--- config.mk ---
export PLATFORM = sky130hd
export DESIGN_NAME = counter_mod_updown_flat
export DESIGN_NICKNAME = d
export VERILOG_FILES = /design/src/rtl/counter_mod_updown_if.sv /design/src/rtl/counter_mod_updown.sv /design/src/flat_wrapper.sv
export SDC_FILE = /design/constraint.sdc
export NUM_CORES = 1
export LEC_CHECK = 0
export BUFFER_PORTS_ARGS = -buffer_cell sky130_fd_sc_hd__buf_4
export CORE_AREA = 2 2 39 41
export CTS_CLUSTER_SIZE = 30
export DETAILED_ROUTE_END_ITERATION = 10
export DIE_AREA = 0 0 41 43
export PLACE_DENSITY = 0.64
export SLEW_MARGIN = 20
export SYNTH_ARGS = -nofsm -noshare
export SYNTH_HDL_FRONTEND = slang
export SYNTH_SLANG_ARGS = --single-unit
--- constraint.sdc ---
create_clock -name clk -period 2.25 [get_ports clk]
set_input_delay 0.45 -clock clk [delete_from_list [all_inputs] [get_ports clk]]
set_output_delay 0.45 -clock clk [all_outputs]
set_load 0.01 [all_outputs]
--- src/rtl/counter_mod_updown_if.sv ---
// -----------------------------------------------------------------------------
// counter_mod_updown_if
//   Control/status bundle for one modulo-N up/down counter stage.
//
//   Signals
//     en        count enable; gates the prescaler and stepping
//     up_dn     direction, 1 = up, 0 = down
//     clr       synchronous clear, active-high
//     load      synchronous parallel load, active-high
//     load_val  value for load (saturated to MOD-1 by the counter)
//     q         registered count
//     tc        combinational terminal count for the current direction
//     wrap      registered one-cycle pulse, high while q holds a wrapped value
//
//   Modports
//     master  the controlling side (drives controls, observes the count)
//     slave   the counter itself
// -----------------------------------------------------------------------------
interface counter_mod_updown_if #(
    parameter int unsigned WIDTH = 4
);
    logic             en;
    logic             up_dn;
    logic             clr;
    logic             load;
    logic [WIDTH-1:0] load_val;
    logic [WIDTH-1:0] q;
    logic             tc;
    logic             wrap;

    modport master (
        output en, up_dn, clr, load, load_val,
        input  q, tc, wrap
    );

    modport slave (
        input  en, up_dn, clr, load, load_val,
        output q, tc, wrap
    );
endinterface : counter_mod_updown_if

--- src/rtl/counter_mod_updown.sv ---
// -----------------------------------------------------------------------------
// counter_mod_updown
//   Parametrised modulo-N up/down counter with built-in prescaler,
//   synchronous clear, saturating parallel load and a terminal-count/wrap
//   pair for cascading digits (e.g. BCD chains feeding 7-segment decoders).
//
//   The count width must hold the modulus (at least two values), and the
//   prescale factor sets how many enabled cycles make one count step.
//   Clocking is on the rising edge of clk with a synchronous active-low
//   reset on rst; all controls and status travel on the slave modport of
//   counter_mod_updown_if.
//
//   Per-edge priority: rst=0 > clr > load > step > hold.
//   Cascading: qualify the next stage with en_next = en & tc.
// -----------------------------------------------------------------------------
module counter_mod_updown #(
    parameter int unsigned WIDTH    = 4,
    parameter int unsigned MOD      = 10,
    parameter int unsigned PRESCALE = 1
) (
    input  logic                  clk,
    input  logic                  rst,
    counter_mod_updown_if.slave   bus
);

    // A one-bit prescaler is kept when PRESCALE == 1; its compare value is 0,
    // so it never leaves 0 and synthesis folds it away.
    localparam int unsigned PW = (PRESCALE > 1) ? $clog2(PRESCALE) : 1;

    localparam logic [PW-1:0]    PRE_LAST = PW'(PRESCALE - 1);
    localparam logic [WIDTH-1:0] Q_MAX    = WIDTH'(MOD - 1);
    // One extra bit so a modulus of 2**WIDTH is representable for the load compare.
    localparam logic [WIDTH:0]   MOD_EXT  = (WIDTH + 1)'(MOD);

    logic [WIDTH-1:0] count_q, count_d;
    logic [PW-1:0]    pre_q,   pre_d;
    logic             wrap_q,  wrap_d;

    logic [WIDTH-1:0] load_sat;
    logic             pre_last;

    assign load_sat = ({1'b0, bus.load_val} < MOD_EXT) ? bus.load_val : Q_MAX;
    assign pre_last = (pre_q == PRE_LAST);

    always_comb begin
        // NOTE: every signal driven here gets a default first so that no path
        // leaves it unassigned, which would otherwise infer a latch.
        count_d = count_q;
        pre_d   = pre_q;
        wrap_d  = 1'b0;

        if (bus.clr) begin
            count_d = '0;
            pre_d   = '0;
        end else if (bus.load) begin
            count_d = load_sat;
            pre_d   = '0;
        end else if (bus.en) begin
            if (pre_last) begin
                pre_d = '0;
                if (bus.up_dn) begin
                    if (count_q == Q_MAX) begin
                        count_d = '0;
                        wrap_d  = 1'b1;
                    end else begin
                        count_d = count_q + WIDTH'(1);
                    end
                end else begin
                    if (count_q == '0) begin
                        count_d = Q_MAX;
                        wrap_d  = 1'b1;
                    end else begin
                        count_d = count_q - WIDTH'(1);
                    end
                end
            end else begin
                // Partial progress is held whenever en drops.
                pre_d = pre_q + PW'(1);
            end
        end
    end

    always_ff @(posedge clk) begin
        // NOTE: state registers use non-blocking assignments so every flop
        // samples the pre-edge values regardless of statement order.
        if (!rst) begin
            count_q <= '0;
            pre_q   <= '0;
            wrap_q  <= 1'b0;
        end else begin
            count_q <= count_d;
            pre_q   <= pre_d;
            wrap_q  <= wrap_d;
        end
    end

    assign bus.q    = count_q;
    assign bus.wrap = wrap_q;
    // Not gated by en: a chain uses en & tc to enable the next digit.
    assign bus.tc   = bus.up_dn ? (count_q == Q_MAX) : (count_q == '0);

endmodule : counter_mod_updown

--- src/flat_wrapper.sv ---
// flat-port wrapper written by rule: the top's interface ports become plain ports
module counter_mod_updown_flat 
#(
    parameter int unsigned WIDTH    = 4,
    parameter int unsigned MOD      = 10,
    parameter int unsigned PRESCALE = 1
)
  (clk, rst, bus_en, bus_up_dn, bus_clr, bus_load, bus_load_val, bus_q, bus_tc, bus_wrap);
  counter_mod_updown_if #(.WIDTH(WIDTH)) bus_i ();
  input  logic clk;
  input  logic rst;
  input wire logic [$bits(bus_i.en)-1:0] bus_en;
  input wire logic [$bits(bus_i.up_dn)-1:0] bus_up_dn;
  input wire logic [$bits(bus_i.clr)-1:0] bus_clr;
  input wire logic [$bits(bus_i.load)-1:0] bus_load;
  input wire logic [$bits(bus_i.load_val)-1:0] bus_load_val;
  output wire logic [$bits(bus_i.q)-1:0] bus_q;
  output wire logic [$bits(bus_i.tc)-1:0] bus_tc;
  output wire logic [$bits(bus_i.wrap)-1:0] bus_wrap;
  assign bus_i.en = bus_en;
  assign bus_i.up_dn = bus_up_dn;
  assign bus_i.clr = bus_clr;
  assign bus_i.load = bus_load;
  assign bus_i.load_val = bus_load_val;
  assign bus_q = bus_i.q;
  assign bus_tc = bus_i.tc;
  assign bus_wrap = bus_i.wrap;
  counter_mod_updown #(.WIDTH(WIDTH), .MOD(MOD), .PRESCALE(PRESCALE)) u_core (.clk(clk), .rst(rst), .bus(bus_i));
endmodule
==> results of run 1 <==
==> flip-flops by register name (all words and copies together), names as in the netlist <==
| signal | flops |
|---|---|
| u_core.bus.q | 4 |
| u_core.bus.wrap | 1 |
==> kinds of logic after synthesis <==
kind of cell           synth area share, %
AND/OR/NAND/NOR                       33.9
AO/OA/AOI/OAI                         27.2
buffers and inverters                 8.94
flip-flops                            25.6
XOR/XNOR                              4.47
==> synthesized netlist by cell type <==
| master | count |
|---|---|
| or3_1 | 2 |
| inv_1 | 3 |
| nor3b_1 | 1 |
| and3_2 | 2 |
| or3_2 | 1 |
| a311oi_1 | 2 |
| buf_6 | 1 |
| nor3_1 | 1 |
| dfxtp_1 | 5 |
| nand2b_1 | 4 |
| a221oi_2 | 1 |
| a21oi_1 | 6 |
| nor4b_1 | 1 |
| a222oi_1 | 1 |
| xor2_1 | 2 |
| o31ai_1 | 1 |
| nand2_1 | 1 |
| buf_4 | 1 |
| nor2_1 | 6 |
| nand4b_1 | 1 |
| buf_2 | 1 |
| o21ai_0 | 3 |
| a21boi_2 | 1 |
| nand3_1 | 2 |
| and2_1 | 1 |
==> through the flow <==
step / total power [uW] / hold WS, ns / worst slack [ns] / area, um2 / utilization [%]
3_3_place_gp: 159 / 0.592 / 0.522 / 500 / 36.2
3_5_place_dp: 159 / 0.618 / 0.502 / 500 / 36.2
6_report: 265 / 0.467 / 0.353 / 527 / 38.1
4_1_cts: 269 / 0.464 / 0.340 / 527 / 38.1
5_1_grt: 282 / 0.483 / 0.299 / 527 / 38.1
2_1_floorplan: 134 / 0.603 / 0.643 / 392 / -
==> routing by layer <==
layer	wire, um	GRT usage, %
met1	405	16.9
met2	392	15.6
met3	59	4.71
met4	40	10.0
met5	0	0
==> final cells by class <==
class	instances	area share (%)
tap	16	3.80
sequential	5	19.0
multi-input combinational	40	48.7
clock buffer	4	4.99
inverter	3	2.14
timing repair buffer	15	21.4
==> worst reg2reg max path: stages (launching register included) <==
cell and delay (ns):
dfxtp_1 0.51, nand2b_1 0.19, nand3_1 0.10, or3_1 0.37, a221oi_2 0.25
==> final timing paths <==
| kind | slack, ns | endpoint | depth (start not counted) | from |
|---|---|---|---|---|
| worst max-delay path | 0.35 | bus_tc | 3 | u_core.bus.q[3] |
| worst min-delay path | 0.47 | u_core.bus.q[0] | 3 | bus_load_val[0] |
| worst max register to register | 0.75 | u_core.bus.q[1] | 4 | u_core.bus.q[0] |
| worst min register to register | 0.62 | u_core.bus.q[3] | 2 | u_core.bus.q[3] |
==> power groups by stage <==
stage / combinational (uW) / sequential (uW) / clock (uW)
floorplan: 36.1 / 98.4 / 0
global placement: 58.2 / 101 / 0
detailed placement: 57.9 / 101 / 0
CTS: 58.1 / 99.6 / 111
global route: 65.1 / 101 / 116
finish: 58.0 / 99.7 / 107
==> summary.md, run 1 <==
| Metric | Value |
|---|---|
| Share of layout cells above drive strength 1 | `34.3%` |
| CTS Sinks | `5` |
| Register bit count reported by yosys | `5` |
| Bufs and invs on worst path | `1` |
| Port bufs | `15` |
| Max stage delay on crit path | `0.52 ns` |
| Net Sw Power | `74.1 uW` |
| CTS Hold Bufs | `0` |
| Internal power | `191 uW` |
| Reg area | `between 100 and 150 um2` |
| Worst Setup Path Type | `reg2out` |
| Logic gate share of total power | `between 20 and 25%` |
| Slowest CP cell | `or3_2` |
| First-pass GRT wire length | `1.49 mm` |
| Area delta synth->final | `34.5%` |
| Commonest non-fill, non-tap cell in the layout | `buf_4` |
| Clock transition at path regs | `0.05 ns` |
| Dpl cells | `a little under 80` |
| Synthesized Nets | `61` |
| Syn Inst Count | `just over 50` |
| Synth unique cells | `25` |
| Initial Util | `28.3%` |
| Yosys top cell area share | `25.6%` |
| CP top delay family | `simple AND/OR/NAND/NOR gates` |
| Netlist Area Pre-Place | `392 um2` |
| Worst-margin pin slew | `0.327 ns` |
| Commonest cells after routing, fill and taps aside | `buf_4, nor2_1, a21oi_1, dfxtp_1, nand2b_1` |
| Reg power frac | `37.6%` |
| CTS Buf Count | `3` |
| First DRT Iteration DRCs | `17` |
| Largest net degree at the start of global routing | `13` |
| Worst Setup End Kind | `output pin` |
| Layout fillers | `between 100 and 150` |
| Area occupied by multi-input gates | `256 um2` |
| Root Buffer | `clkbuf_4` |
| 1st-pass router iterations | `4` |
| Critical path required time | `about 1.8 ns` |
| Post-DP HPWL | `667 um` |
| MaxCap Viol Count | `0` |
| Mean Syn Cell Area | `7.68 um2` |
| Die area | `1760 um2` |
| Number of synthesis warnings | `0` |
| Worst ir drop on vdd | `0.204 mV` |
| Post-CTS resize count | `0` |
| Achievable Freq | `around 530 MHz` |
| Vias post-DR | `433` |
| Critical path data arrival time | `about 1.5 ns` |
| Final layout net count | `78` |
| Clock skew | `approximately 0.0051 ns` |
| Hold Path Class | `in2reg` |
| Max_slew headroom | `78.0%` |
| CTS tree | `built` |
| # setup viols final | `0` |
| LEAKAGE | `roughly 0.00023 uW` |
| # diodes | `0` |
| Final Hold Viols | `0` |
| Routed wire length per instance | `10.8 um` |
| Vias per inst | `between 5 and 6` |
| Drt total wl | `between 800 and 900 um` |
| GPL Wtd Cong | `0.750` |
| Clock network power share | `40.5%` |
| Clock buffer depth | `2` |
| Post-CTS setup buffer count | `0` |
| Final global-route overflow total | `0` |
| Crit-path max FO | `10` |
| Drc violations | `0` |
| Max Slew Vio Count | `0` |
| Vias in the first global route | `around 350` |
| Register area share after synthesis | `around a quarter` |
| Boundary pin count | `16` |
| Initial antenna violation count | `0` |
| RSZ-0062 raised after global routing | `no` |
| CTS H-tree depth | `1` |
| Area leader, netlist | `dfxtp_1` |
| Synth area leaders | `dfxtp_1, a21oi_1, nand2b_1, nor2_1, a311oi_1` |
| Post-route minimum period | `1.90 ns` |
| CP cell instances | `or3_2 > a21boi_2 > buf_4` |
| # rows | `14` |
| Chip Height | `43 um` |
| Area of the core | `1380 um2` |
| Status | `complete, no violations` |
| Die W | `41 um` |
| Routed Antenna Nets | `0` |
| CP Launch Type | `flop` |
| Gr usage total | `~13%` |
| Total Neg Setup Slack | `0 ns` |
| Pwr dens | `503 nW/um2` |
| Clock Latency Late Sink | `0.25 ns` |
| Final cell count without fillers | `between 80 and 90` |
| Final period util | `84.3%` |
| Sw frac | `28.0%` |
Power figures use the tool's default switching activity.
==> run 2: changes to the inputs <==
Settings changed: ABC_AREA set to 1, PLACE_DENSITY 0.64 to 0.67.
Clock period 2.25 ns to 1.7 ns, I/O delays scaled along.
==> summary.md, run 2 <==
| Metric | Value |
|---|---|
| CTS Hold Bufs | `0` |
| Final Hold Viols | `0` |
| Post-route minimum period | `1.59 ns` |
| Reg area | `100 um2` |
| Area leader, netlist | `dfxtp_1` |
| Chip Height | `around 43 um` |
| Final layout net count | `97` |
| Die W | `between 40 and 50 um` |
| Initial Util | `28.6%` |
| Number of synthesis warnings | `0` |
| Netlist Area Pre-Place | `slightly below 400 um2` |
| Worst Setup End Kind | `output pin` |
| Count leader, synth | `nand2_1` |
| Final period util | `93.8%` |
| Worst ir drop on vdd | `0.262 mV` |
| Post-CTS resize count | `0` |
| Port bufs | `15` |
| Root Buffer | `clkbuf_4` |
| Pwr dens | `632 nW/um2` |
| Drc violations | `0` |
| Hold Path Class | `in2reg` |
| Area occupied by multi-input gates | `roughly 250 um2` |
| Clock skew | `0.00149 ns` |
| Worst-margin pin slew | `0.221 ns` |
| Clock buffer depth | `2` |
| Post-CTS setup buffer count | `0` |
| Vias post-DR | `453` |
| Area of the core | `1380 um2` |
| Achievable Freq | `around 630 MHz` |
| RSZ-0062 raised after global routing | `no` |
| Total Neg Setup Slack | `0 ns` |
| Commonest cells after routing, fill and taps aside | `nand2_1, buf_4, inv_1, nor2_1` |
| Gr usage total | `approximately an eighth` |
| Area delta synth->final | `40.2%` |
| CTS Sinks | `5` |
| EDFF count, synth | `0` |
| MaxCap Viol Count | `0` |
| GPL Wtd Cong | `between 0.7 and 0.8` |
| # rows | `14` |
| R2R cell count | `6` |
| Max Slew Vio Count | `0` |
| Max reg flops | `4` |
| Routed Antenna Nets | `0` |
| # diodes | `0` |
| Commonest non-fill, non-tap cell in the layout | `nand2_1` |
| Die area | `1760 um2` |
| Status | `complete, no violations` |
| Vias per inst | `4.44` |
| Share of layout cells above drive strength 1 | `30.2%` |
| Register bit count reported by yosys | `5` |
| Critical path data arrival time | `1.25 ns` |
| Boundary pin count | `16` |
| Async SR Flop Fraction | `0%` |
| First-pass GRT wire length | `1.43 mm` |
| LEAKAGE | `0.000280 uW` |
| Main synth FF type | `dfxtp_1` |
| Register area share after synthesis | `25.3%` |
| Synth area leaders | `dfxtp_1, nand2_1, inv_1, nor2_1, nand3_1` |
| Synth unique cells | `17` |
| Routed wire length per instance | `8.96 um` |
| Synthesized Nets | `77` |
| CP Launch Type | `flop` |
| Tot Pwr | `351 uW` |
| Post-DP HPWL | `roughly 770 um` |
| 1st-pass router iterations | `4` |
| Initial antenna violation count | `0` |
| Final global-route overflow total | `0` |
| Layout fillers | `~150` |
| Crit-path max FO | `6` |
| Syn Inst Count | `67` |
| Yosys top cell area share | `25.3%` |
| Largest net degree at the start of global routing | `7` |
| Max_slew headroom | `85.1%` |
| Critical path required time | `1.36 ns` |
| Most frequent cells after synthesis | `nand2_1, inv_1, nor2_1, dfxtp_1, nand3_1` |
| WHS Path Cells | `4` |
| Worst Setup Path Type | `reg2out` |
| Clock Latency Late Sink | `0.24 ns` |
| CTS Buf Count | `3` |
| Drt total wl | `914 um` |
| CTS tree | `built` |
| Vias in the first global route | `roughly 390` |
| Clock transition at path regs | `0.04 ns` |
| # setup viols final | `0` |
| First DRT Iteration DRCs | `7` |
| CTS H-tree depth | `1` |
| Mean Syn Cell Area | `5.90 um2` |
run 2: cell count changes in the layout (fill, tap and decap cells not counted), sizes merged, moves of 2 or more:
cell,previous run,this run
nand2,1,21
inv,3,12
nand2b,4,0
nand3,2,5
or3,3,0
a21oi,6,4
a311oi,2,0
and3,2,0
nor2,6,8
o21bai,0,2
run 2: cell type report:
class,count,share of cell area (%)
repair buffers,15,20.3
multi-input cells,50,45.1
inverters,12,8.13
clock buffers,4,4.74
well taps,16,3.61
flip-flops and latches,5,18.1
run 2: metrics by stage:
| step | hold slack (ns) | cells | cell area [um2] | utilization [%] | worst slack [ns] |
|---|---|---|---|---|---|
| 6_report | 0.401 | 102 | 554 | 40.1 | 0.105 |
| 5_1_grt | 0.419 | 102 | 554 | 40.1 | 0.000724 |
| 4_1_cts | 0.393 | 102 | 554 | 40.1 | 0.100 |
| 3_5_place_dp | 0.624 | 98 | 528 | 38.2 | 0.370 |
| 3_3_place_gp | 0.619 | 98 | 528 | 38.2 | 0.357 |
| 2_1_floorplan | 0.523 | 67 | 395 | - | 0.476 |
run 2: layer usage:
layer / GRT usage [%] / vias to the layer above / routed length (um)
met2: 18.4 / 10 / 441
met4: 6.00 / 0 / 0
met5: 0 / - / 0
li1: - / 249 / -
met1: 13.9 / 194 / 426
met3: 3.14 / 0 / 47
run 2: critical path, stage by stage (launching register included):
cell	delay, ns
dfxtp_1	0.43
nor2_1	0.10
a21oi_1	0.15
o21bai_2	0.15
inv_1	0.05
buf_4	0.13
run 2: kinds of logic (layout without fill, tap and decap cells):
group | Yosys count | in the layout | synth area share (%)
AND/OR/NAND/NOR | 36 | 36 | 38.6
AO/OA/AOI/OAI | 12 | 12 | 20.3
buffers and inverters | 12 | 31 | 11.4
flip-flops | 5 | 5 | 25.3
XOR/XNOR | 2 | 2 | 4.43
run 2: power by group:
| group | total (uW) | internal [uW] | switching (uW) |
|---|---|---|---|
| clock network | 134 | 88.5 | 45.3 |
| registers | 128 | 122 | 6.02 |
| logic | 88.4 | 42.0 | 46.4 |
| total | 351 | 253 | 97.7 |
run 2: worst paths after layout:
kind / startpoint / to / slack, ns
worst max-delay path: u_core.bus.q[0] / bus_tc / 0.11
worst min-delay path: bus_load / u_core.bus.q[1] / 0.40
worst max register to register: u_core.bus.q[0] / u_core.bus.q[3] / 0.63
worst min register to register: u_core.bus.q[0] / u_core.bus.q[0] / 0.65
